===== src/rtl/wave_capture.sv =====
// Triggered waveform capture: waits for a rising zero crossing, stores N_SAMPLES
// samples with min/max/crossing statistics, then streams them out over a valid/ready port.
module wave_capture #(
    parameter int N_SAMPLES = 100,
    parameter int WIDTH     = 8
) (
    input  logic                               clock,
    input  logic                               reset,
    input  logic signed [WIDTH-1:0]            wave_in,
    input  logic                               in_valid,
    input  logic                               arm,
    input  logic                               abort,
    input  logic                               rd_ready,
    output logic signed [WIDTH-1:0]            rd_data,
    output logic                               rd_valid,
    output logic                               rd_last,
    output logic                               busy,
    output logic                               done,
    output logic signed [WIDTH-1:0]            min_val,
    output logic signed [WIDTH-1:0]            max_val,
    output logic [$clog2(N_SAMPLES+1)-1:0]     zc_count
);

    localparam int IDX_W = $clog2(N_SAMPLES);
    localparam int ZC_W  = $clog2(N_SAMPLES + 1);
    localparam logic [IDX_W-1:0] LAST_IDX = IDX_W'(N_SAMPLES - 1);

    typedef enum logic [1:0] {IDLE, WAIT_TRIG, CAPTURE, READOUT} state_t;

    state_t                  state, state_next;
    logic signed [WIDTH-1:0] prev_sample;
    logic signed [WIDTH-1:0] mem [N_SAMPLES];
    logic [IDX_W-1:0]        wr_idx;
    logic [IDX_W-1:0]        rd_idx;
    logic                    crossing;
    logic                    trigger;
    logic                    cap_wr;
    logic                    handshake;

    // Sign-bit test: previous sample negative, current sample non-negative.
    assign crossing  = in_valid && prev_sample[WIDTH-1] && !wave_in[WIDTH-1];
    assign trigger   = (state == WAIT_TRIG) && crossing && !abort;
    assign cap_wr    = (state == CAPTURE) && in_valid && !abort;
    assign handshake = rd_valid && rd_ready;

    always_ff @(posedge clock) begin
        if (reset) state <= IDLE;
        else       state <= state_next;
    end

    always_comb begin
        state_next = state;
        unique case (state)
            IDLE:      if (arm) state_next = WAIT_TRIG;
            WAIT_TRIG: if (crossing) state_next = CAPTURE;
            CAPTURE:   if (in_valid && wr_idx == LAST_IDX) state_next = READOUT;
            READOUT:   if (handshake && rd_last) state_next = IDLE;
            default:   state_next = IDLE;
        endcase
        if (abort) state_next = IDLE;
    end

    always_comb begin
        busy     = (state != IDLE);
        rd_valid = (state == READOUT);
        rd_last  = rd_valid && (rd_idx == LAST_IDX);
        rd_data  = rd_valid ? mem[rd_idx] : '0;
    end

    // Sample storage is deliberately not reset.
    always_ff @(posedge clock) begin
        if (trigger)     mem[0]      <= wave_in;
        else if (cap_wr) mem[wr_idx] <= wave_in;
    end

    always_ff @(posedge clock) begin
        if (reset) begin
            prev_sample <= '0;
            wr_idx      <= '0;
            rd_idx      <= '0;
            min_val     <= '0;
            max_val     <= '0;
            zc_count    <= '0;
            done        <= 1'b0;
        end else begin
            if (in_valid) prev_sample <= wave_in;
            done <= !abort && handshake && rd_last;

            if (trigger) begin
                wr_idx   <= IDX_W'(1);
                min_val  <= wave_in;
                max_val  <= wave_in;
                zc_count <= '0;
            end else if (cap_wr) begin
                wr_idx <= (wr_idx == LAST_IDX) ? '0 : wr_idx + IDX_W'(1);
                if (wave_in < min_val) min_val <= wave_in;
                if (wave_in > max_val) max_val <= wave_in;
                if (crossing) zc_count <= zc_count + ZC_W'(1);
            end

            if (handshake && !abort) rd_idx <= rd_last ? '0 : rd_idx + IDX_W'(1);

            if (abort) begin
                wr_idx <= '0;
                rd_idx <= '0;
            end
        end
    end

endmodule


===== config.mk =====
export PLATFORM = sky130hd
export DESIGN_NAME = wave_capture
export DESIGN_NICKNAME = d
export VERILOG_FILES = /design/src/rtl/wave_capture.sv
export SDC_FILE = /design/constraint.sdc
export NUM_CORES = 1
export LEC_CHECK = 0
export ABC_AREA = 1
export BUFFER_PORTS_ARGS = -buffer_cell sky130_fd_sc_hd__clkbuf_2
export CAP_MARGIN = 0
export CORE_MARGIN = 1.5
export CORE_UTILIZATION = 47
export DETAILED_ROUTE_END_ITERATION = 16
export PLACE_DENSITY = 0.62
export SLEW_MARGIN = 30
export SYNTH_ARGS = -nofsm -noshare
export SYNTH_HDL_FRONTEND = slang
export SYNTH_SLANG_ARGS = --single-unit
export TNS_END_PERCENT = 10

===== constraint.sdc =====
create_clock -name clock -period 2.6 [get_ports clock]
set_input_delay 0.13 -clock clock [delete_from_list [all_inputs] [get_ports clock]]
set_output_delay 0.13 -clock clock [all_outputs]
set_load 0.005 [all_outputs]

# Word-level counts from Yosys, hierarchy flattened
# Memories as Yosys holds them, arrays and structs flattened. A register that Yosys moved wholly into a read port is not among the register bits.
# Index checks and enable logic that the tools add are counted.
op_classes:
  bitwise_logic: 0
  n_lt_le_gt_ge: 2
  n_reduce_logical: 27
  add_sub_neg: 3
  multipliers: 0
  n_shift: 0
  n_mux: 26
  n_eq_ne: 9
  div_mod_pow: 0
ops:
  columns: ["op", "count"]
  rows:
  - ["$mux W8", 8]
  - ["$mux W7", 5]
  - ["$add A7 B1 Y7 const B", 3]
  - ["$eq A7 B7 Y1 const B", 2]
  - ["$logic_and A1 B1 Y1", 12]
  - ["$gt A8 B8 Y1", 1]
  - ["$lt A8 B8 Y1", 1]
  - ["$mux W1", 8]
  - ["$mux W2", 4]
  - ["$pmux W2 S4", 1]
  - ["$reduce_bool A2 Y1", 4]
  - ["$reduce_or A8 Y1", 1]
  - ["$reduce_and A2 Y1", 3]
  - ["$eq A2 B2 Y1 const B", 2]
  - ["$ne A2 B1 Y1 const B", 2]
  - ["$ne A2 B2 Y1 const B", 2]
  - ["$reduce_and A4 Y1", 1]
  - ["$reduce_or A2 Y1", 2]
  - ["$reduce_or A3 Y1", 1]
  - ["$eq A2 B1 Y1 const B", 1]
  - ["$logic_not A1 Y1", 2]
  - ["$logic_not A2 Y1", 1]
totals:
  reg_bits: 48
  rom_bits: 0
  word_cells: 77
  mem_bits_rw: 800
  input_bits: 14
  n_memories: 1
  latch_bits: 0
  output_inout_bits: 35
mem_list:
  columns: ["memory", "depth", "width", "rd", "rd_clocked_by_memory_dff", "write_ports", "line", "text"]
  rows:
  - ["mem", 100, 8, 1, 1, 1, "32", "logic signed [WIDTH-1:0] mem [N_SAMPLES];"]

# Depth between registers and ports, before layout
# Gate-level depths: netlist of the first run.
logic_depth:
  depth_word: 8
  ltp_mapped: 14
  depth_no_buf: 13

# Least setup slack after synthesis of the first run
# Ideal clock, no wire load.
synth_path:
  path_type: "reg-to-reg"
  start: "reg state[0]"
  end: "mem mem[8][0] (enable)"
  t_required_ps: 2230
  setup_time_ps: 370
  path_buffers: 0
  slack_ps: 383
  arrival_time_ps: 1847
  path_stages_with_launch: 10
  synth_period_minus_slack_ps: 2217
  path_cell_list: "dfxtp_1 > inv_1 > ha_1 > nand3_4 > clkinv_2 > nand2_4 > inv_2 > o21ai_2 > nand3_1 > nor2_1"
synth_between:
  elab_chain_len: 8
  word_cells_on_any_way: 14
  classes_between: "eq/ne: 2; mux: 7; reduce/logical: 5"
synth_rtl:
  columns: ["item", "line", "text"]
  rows:
  - ["from (decl)", "30", "state_t state, state_next;"]
  - ["from (signal assigned)", "48", "else state <= state_next;"]
  - ["$eq A2 B2 Y1", "43", "assign cap_wr = (state == CAPTURE) && in_valid && !abort;"]
  - ["$logic_and A1 B1 Y1 (2 in series)", "43", null]
  - ["$mux W1", "73", "else if (cap_wr) mem[wr_idx] <= wave_in;"]
  - ["$mux W1", "72", "if (trigger) mem[0] <= wave_in;"]
  - ["$mux W1 (not written as such)", "73", null]
  - ["$reduce_or A8 Y1 (no source line)", null, null]
  - ["$mux W7 (no source line) or $mux W1 (tied branches)", null, null]
  - ["to (decl)", "32", null]
# Parallel ways exist; a longest one is shown, timed or not.

==> flow_summary.json, run 1 <==
{
  "yosysTopAreaCell": "edfxtp_1",
  "critical_path_peak_fanout": 7,
  "drt_wl_total_microns": 102000,
  "max_slew_margin_pct": 32.5,
  "dieArea_sq_um": 76900,
  "grt_pass1_wl_microns": 150000,
  "place_area_sq_um": 37700,
  "vias_per_cell": 5.75,
  "grt_pass1_vias": 23700,
  "fp.coreArea_sq_um": 74400,
  "design_area_sq_um": 42100,
  "insertion_delay_ns": 0.64,
  "tightest_slew_ns": 1.01,
  "nets": 3344,
  "worstSetupPathType": "reg -> out",
  "synth_nets": 3139,
  "dr_total_vias": 25000,
  "hold_path.class": "in -> reg",
  "cp.arrival_ns": 2.85,
  "cp-start-kind": "flip-flop",
  "seq_area_frac_synth_pct": 70.7,
  "postSynthCellCount": 3103,
  "p_sw_mw": 5.59,
  "internal_power_mw": 22.3,
  "cellLeakagePower_nw": 15.2,
  "setup_viol": 8,
  "hold_viol_final": 0,
  "avgSynthCellArea_sq_um": 11.4,
  "most-common-layout-cells": "824 x nand2_1, 800 x edfxtp_1, 555 x nand3_1",
  "syn-cell-area_sq_um": 35400,
  "sw_frac_of_total_pct": 20.0,
  "p_seq_share_pct": 53.6,
  "violations": "negative setup slack",
  "status": "finished, violations left",
  "cts_htree_levels": 3,
  "drt-initial-drc-count": 2988,
  "power.share.combinational_pct": 1.8,
  "grt_max_degree": 101,
  "synth.area.top_cells": "edfxtp_1 68%, nand2_1 9.3%, nand3_1 8.9%, dfxtp_1 2.7%, nor2_1 2.4%",
  "rsz0062_at_grt": "true",
  "ir_drop_mv": 0.530,
  "slew_violations": 0,
  "cp.required_ns": 2.47,
  "period_needed_ns": 2.98,
  "cts_buffer_depth": 3,
  "io_buffers": 48,
  "ios": 49,
  "start_util_pct": 47.5,
  "wl_per_cell_microns": 23.5,
  "cts.sink_count": 848,
  "n_antenna_cell": 0,
  "die_h_microns": 277,
  "track_usage_pct": 26.0,
  "synth_edf_count": 800,
  "chipWidth_microns": 277,
  "antenna_found_initial": 1,
  "synthToLayoutAreaGrowth_pct": 19.1,
  "maxCapViolCount": 0,
  "clock_skew_ns": 0.0311,
  "fin_crit_sh_pct": 115,
  "yosysUniqueCellTypes": 42,
  "cts_tree": "yes",
  "dp_cells": 4140,
  "cts.clk_slew.worst_paths_ns": 0.06,
  "async_reset_ff_share_pct": 0,
  "drive_above_1_share_pct": 17.5,
  "drcViolationCount": 0,
  "synth_top_area_share_pct": 68.0,
  "cts_buffers": 86,
  "ys_warn_count": 0,
  "holdWs_ns": 0.0604,
  "fin_cells": 4346,
  "hpwlAfterDp_microns": 60000,
  "fin_ws_ns": -0.380,
  "final_common_cell": "nand2_1",
  "num_rows": 100,
  "max_freq_mhz": 336,
  "gp_congestion": 0.903,
  "overflow": 0,
  "p_clk_share_pct": 44.6,
  "firstDrtPassIters": 6,
  "cts-root-buf": "clkbuf_16",
  "yosys_most_used_dff": "edfxtp_1",
  "synth-seq-cells": 848,
  "power_density_nw_per_um2": 662,
  "worstSetupEndpointType": "output pin",
  "drt.antenna.violating_nets": 0
}
critical path: stages (launching register included):
cell       delay (ns)
dfxtp_4          0.35
buf_12           0.18
buf_12           0.16
bufbuf_16        0.26
nand2_1          0.05
nand3_1          0.07
nand3_1          0.13
nand2_1          0.09
nand2_1          0.07
nand3_2          0.13
nand3_1          0.11
nand2_1          0.12
nand2_1          0.07
a21oi_1          0.15
buf_4            0.15
buf_6            0.09
power by group through the flow:
stage | registers, mW | logic (mW) | clock network, mW
finish | 14.9 | 0.501 | 12.4
global route | 14.9 | 0.533 | 13.1
CTS | 14.9 | 0.489 | 12.6
detailed placement | 15.2 | 0.466 | 0
global placement | 15.2 | 0.452 | 0
floorplan | 15.2 | 0.114 | 0
synth_stat cells (3+ instances only):
cell type  instances
nand2_1          879
edfxtp_1         800
nand3_1          630
nor2_1           223
inv_1             89
buf_2             86
o21ai_0           63
a21oi_1           54
dfxtp_1           48
clkbuf_1          33
o211ai_1          27
buf_4             26
buf_6             23
ha_1              22
buf_1             15
nor3_1             9
nand2_2            8
nand4_1            8
nand3b_1           7
inv_2              6
o21ai_1            6
o22ai_1            5
nor3b_1            4
a221o_1            3
a31oi_1            3
nor2_2             3
nor3_2             3
o21a_1             3
cells by family (layout without fill, tap and decap cells):
| family | count (synthesis) | in the layout | synth area share, % |
|---|---|---|---|
| AO/OA/AOI/OAI | 166 | 166 | 2.65 |
| XOR/XNOR | 3 | 3 | 0.0743 |
| adder cells (fa/ha/maj) | 22 | 22 | 0.779 |
| buffers and inverters | 281 | 555 | 4.07 |
| flip-flops | 848 | 848 | 70.7 |
| AND/OR/NAND/NOR | 1783 | 1783 | 21.8 |
stage by stage:
stage,util (%),TNS [ns],power [mW],worst slack [ns]
finish,56.6,-2.79,27.9,-0.380
global route,56.6,-3.42,28.6,-0.459
CTS,55.6,-2.83,28.0,-0.370
detailed placement,50.6,0,15.7,0.150
global placement,50.6,0,15.7,0.112
floorplan,-,0,15.3,0.383
worst paths after layout:
path / cells past startpoint / endpoint / from / slack, ns
worst max-delay path: 15 / rd_data[1] / flip-flop / -0.38
worst min-delay path: 4 / wr_idx[0] / wave_in[7] / 0.06
worst max register to register: 9 / mem[32][3] / state[0] / 0.23
worst min register to register: 2 / max_val[7] / max_val[7] / 0.51
state kept, by name (all words and copies together), names as in the netlist, named ones only:
name         count
prev_sample      1
wr_idx           7
mem            800
max_val          8
rd_idx           7
state            2
done             1
min_val          8
zc_count         7
repair_timing:
item | in CTS | in global routing
buffers inserted | 9 | 7
hold buffers | 11 | 0
setup endpoints to repair | 8 | 8
cloned | 14 | 8
resized for setup | 80 | 120
pin swaps | 7 | 74
hold endpoints to repair | 45 | 0
metal layers:
metal	wire length (microns)	vias to the layer above	track usage [%]
met2	47400	1261	40.5
met4	3240	0	8.99
li1	-	11300	-
met5	0	-	0
met1	42100	12300	37.1
met3	9600	189	4.09
final cells by class:
cell class              instances  area [sq um]
fillers                      6033         32300
flip-flops and latches        848         25000
multi-input cells            1974          9560
repair buffers                298          3100
clock buffers                 113          2350
well taps                     969          1210
clock inverters                44           464
inverters                      98           408
repair inverters                2          27.5
No activity file was read; power rests on OpenSTA's default activity.
==> inputs of run 2 (changes only) <==
--- a/config.mk
+++ b/config.mk
@@ -5,12 +5,13 @@
 export SDC_FILE = /design/constraint.sdc
 export NUM_CORES = 1
 export LEC_CHECK = 0
-export ABC_AREA = 1
 export BUFFER_PORTS_ARGS = -buffer_cell sky130_fd_sc_hd__clkbuf_2
 export CAP_MARGIN = 0
 export CORE_MARGIN = 1.5
 export CORE_UTILIZATION = 47
+export CTS_BUF_LIST = sky130_fd_sc_hd__clkbuf_8
 export DETAILED_ROUTE_END_ITERATION = 16
+export MAX_ROUTING_LAYER = met4
 export PLACE_DENSITY = 0.62
 export SLEW_MARGIN = 30
 export SYNTH_ARGS = -nofsm -noshare
==> run 2 against run 1 <==
The flow still finishes with violations (negative setup slack). Via count shrank 22%. Synthesized area shrank 4.3%. Fmax shrank 13%. Final cell count shrank 23%. Critical path depth shrank 5. Combinational power shrank 19%. Sequential cell count is the same. Clock skew shrank 0.0095 ns. Sequential power is essentially flat. Critical path type unchanged. Highest routed layer unchanged.
==> flow_summary.json, run 2 <==
{
  "top_regs": "mem: 800 flops, max_val: 8 flops, min_val: 8 flops",
  "p_seq_share_pct": 57.9,
  "cts_htree_levels": 4,
  "seq_area_frac_synth_pct": 73.9,
  "yosys_most_used_dff": "edfxtp_1",
  "synthToLayoutAreaGrowth_pct": 20.9,
  "tightest_slew_ns": 0.801,
  "period_needed_ns": 3.43,
  "timing.rr.start": "state[0]",
  "yosysUniqueCellTypes": 58,
  "top_layer": "met4",
  "clock_skew_ns": 0.0217,
  "drt.antenna.violating_nets": 0,
  "synth.most_common_cell": "edfxtp_1",
  "min_from": "wave_in[0]",
  "worstSetupPathType": "reg -> out",
  "sw_frac_of_total_pct": 21.2,
  "min_path_cells": 2,
  "fin_ws_ns": -0.832,
  "cellLeakagePower_nw": 13.4,
  "min_to": "mem[82][0]",
  "setup_viol": 8,
  "cp.arrival_ns": 3.30,
  "power_density_nw_per_um2": 631,
  "p_sw_mw": 5.46,
  "r2r_cells": 10,
  "nFillCells": 5473,
  "route.met2.wl_microns": 41100,
  "synth_nets": 1917,
  "cts.clk_slew.worst_paths_ns": 0.07,
  "async_reset_ff_share_pct": 0,
  "yosys-top-cells-count": "800 x edfxtp_1, 148 x nor2_1, 110 x mux4_2",
  "dp_cells": 3051,
  "die_h_microns": 271,
  "drt_wl_total_microns": 87500,
  "dieArea_sq_um": 73600,
  "gp_congestion": 0.908,
  "final_util_pct": 57.3,
  "cts.sink_count": 848,
  "cts_tree": "yes",
  "num_rows": 98,
  "synth.area.top_cells": "edfxtp_1 71%, mux4_2 7.3%, dfxtp_1 2.8%, mux2i_1 2.8%, mux2_2 2.3%",
  "violations": "negative setup slack",
  "power.share.combinational_pct": 1.6,
  "hpwlAfterDp_microns": 55800,
  "cp.required_ns": 2.47,
  "chipWidth_microns": 271,
  "wl_per_cell_microns": 26.3,
  "rrSetupSlack_ns": 0.11,
  "max_freq_mhz": 291,
  "antenna_found_initial": 7,
  "regToRegEndpoint": "max_val[5]",
  "routedLengthMet1_microns": 37800,
  "drcViolationCount": 0,
  "largest_reg_flops": 800,
  "vias_per_cell": 5.83,
  "dr_total_vias": 19400,
  "syn-cell-area_sq_um": 33800,
  "firstDrtPassIters": 7,
  "ir_drop_mv": 0.564,
  "grt_pass1_wl_microns": 128000,
  "yosysTopAreaCell": "edfxtp_1",
  "critical_path_peak_fanout": 5,
  "grt_pass1_vias": 19500,
  "grt_max_degree": 102,
  "fp.coreArea_sq_um": 71400,
  "slew_violations": 0,
  "p_clk_share_pct": 40.6,
  "fin_cells": 3325,
  "start_util_pct": 47.4,
  "multi_input_area_sq_um": 8970,
  "insertion_delay_ns": 0.80,
  "largest-register": "mem",
  "overflow": 0,
  "maxCapViolCount": 0,
  "worstSetupEndpointType": "output pin",
  "cp-start-kind": "flip-flop",
  "final_common_cell": "edfxtp_1",
  "hold_path.class": "in -> reg",
  "drive_above_1_share_pct": 35.0,
  "synth_top_area_share_pct": 71.0,
  "most-common-layout-cells": "800 x edfxtp_1, 252 x buf_4, 141 x nor2_1",
  "cts-root-buf": "clkbuf_8",
  "status": "finished, violations left",
  "postSynthCellCount": 1881,
  "cts_buffer_depth": 3,
  "internal_power_mw": 20.3,
  "fin_crit_sh_pct": 132,
  "synth_edf_count": 800,
  "ys_warn_count": 0,
  "io_buffers": 48,
  "synth-seq-cells": 848,
  "drt-initial-drc-count": 1894,
  "rsz0062_at_grt": "true",
  "track_usage_pct": 24.8,
  "seqCellArea_sq_um": 25000,
  "hold_viol_final": 0,
  "avgSynthCellArea_sq_um": 18.0,
  "ios": 49,
  "max_slew_margin_pct": 46.4,
  "wl_met3_microns": 6680,
  "nets": 2311,
  "cts_buffers": 131
}
==> run 2: changes by cell type in the layout (fill, tap and decap cells not counted), sizes merged, moves of 28 or more <==
cell    before  now
mux4         0  110
nor2b        0   39
o22ai        5   35
nor2       228  149
a211oi       1   29
nand3      631   17
mux2i        0   94
a221oi       0   42
nand2      889   40
buf        241  303
mux2         0   72
o21ai       70   36
==> run 2: kinds of logic (layout without fill, tap and decap cells) <==
| logic type | count (synthesis) | count (layout) | share of synthesized area (%) |
|---|---|---|---|
| buffers and inverters | 122 | 614 | 2.01 |
| other | 0 | 2 | 0 |
| flip-flops | 848 | 848 | 73.9 |
| XOR/XNOR | 15 | 15 | 0.388 |
| adder cells (fa/ha/maj) | 22 | 22 | 0.814 |
| AO/OA/AOI/OAI | 262 | 262 | 5.60 |
| multiplexers | 276 | 276 | 12.5 |
| AND/OR/NAND/NOR | 336 | 336 | 4.79 |
==> run 2: power by group through the flow <==
| stage | registers [mW] | logic, mW | clock network [mW] |
|---|---|---|---|
| after detailed placement | 15.2 | 0.382 | 0 |
| after CTS | 14.9 | 0.405 | 10.7 |
| after floorplan | 15.2 | 0.0651 | 0 |
| after global routing | 14.9 | 0.435 | 11.2 |
| final | 14.9 | 0.407 | 10.5 |
| after global placement | 15.2 | 0.363 | 0 |
==> run 2: cell type report <==
class                           count  area share, %
Sequential cell                   848           61.1
Multi-Input combinational cell    911           21.9
Timing Repair Buffer              362           7.90
Clock buffer                      133           4.48
Tap cell                          950           2.91
Clock inverter                     98           1.47
Inverter                           21          0.193
Antenna cell                        2         0.0122
==> run 2: how the worst max path moves through the flow <==
stage                     cells after the start          to  startpoint
final                                        10  rd_data[4]   flip-flop
after global routing                         11  rd_data[7]   flip-flop
after CTS                                    10  rd_data[4]   flip-flop
after detailed placement                     10  rd_data[6]   flip-flop
after global placement                       10  rd_data[6]   flip-flop
after floorplan                               9  mem[88][0]    state[0]
==> run 2: layer usage <==
metal	vias to the layer above	global-route usage, %
met2	794	37.1
met1	10100	34.4
met4	0	7.11
met5	-	-
met3	115	5.17
li1	8380	-
==> run 2: what timing repair did <==
action / 4_1_cts / 5_1_grt
resized for setup: 154 / 47
hold buffers: 19 / 0
setup endpoints to repair: 66 / 631
endpoints found under the hold margin: 256 / 0
pin swaps: 50 / 17
buffers inserted: 17 / 4
cloned: 6 / 0
==> run 2: per-stage QoR <==
stage / power (mW) / setup slack, ns / instance area, sq um / hold WS, ns / setup TNS (ns)
floorplan: 15.3 / 0.0607 / 33800 / 0.229 / 0
global route: 26.6 / -0.890 / 40900 / 0.246 / -6.97
global placement: 15.6 / -0.371 / 37100 / 0.435 / -1.19
detailed placement: 15.6 / -0.429 / 37100 / 0.447 / -1.48
finish: 25.8 / -0.832 / 40900 / 0.252 / -6.20
CTS: 26.0 / -0.858 / 40700 / 0.202 / -6.84
==> run 2: critical path: stages (launching register included) <==
cell	delay (ns)
dfxtp_4	0.41
buf_6	0.12
buf_12	0.14
buf_8	0.14
buf_4	0.12
mux4_2	0.30
a22o_1	0.22
a221oi_2	0.30
o22ai_2	0.15
o32a_1	0.43
clkbuf_2	0.15
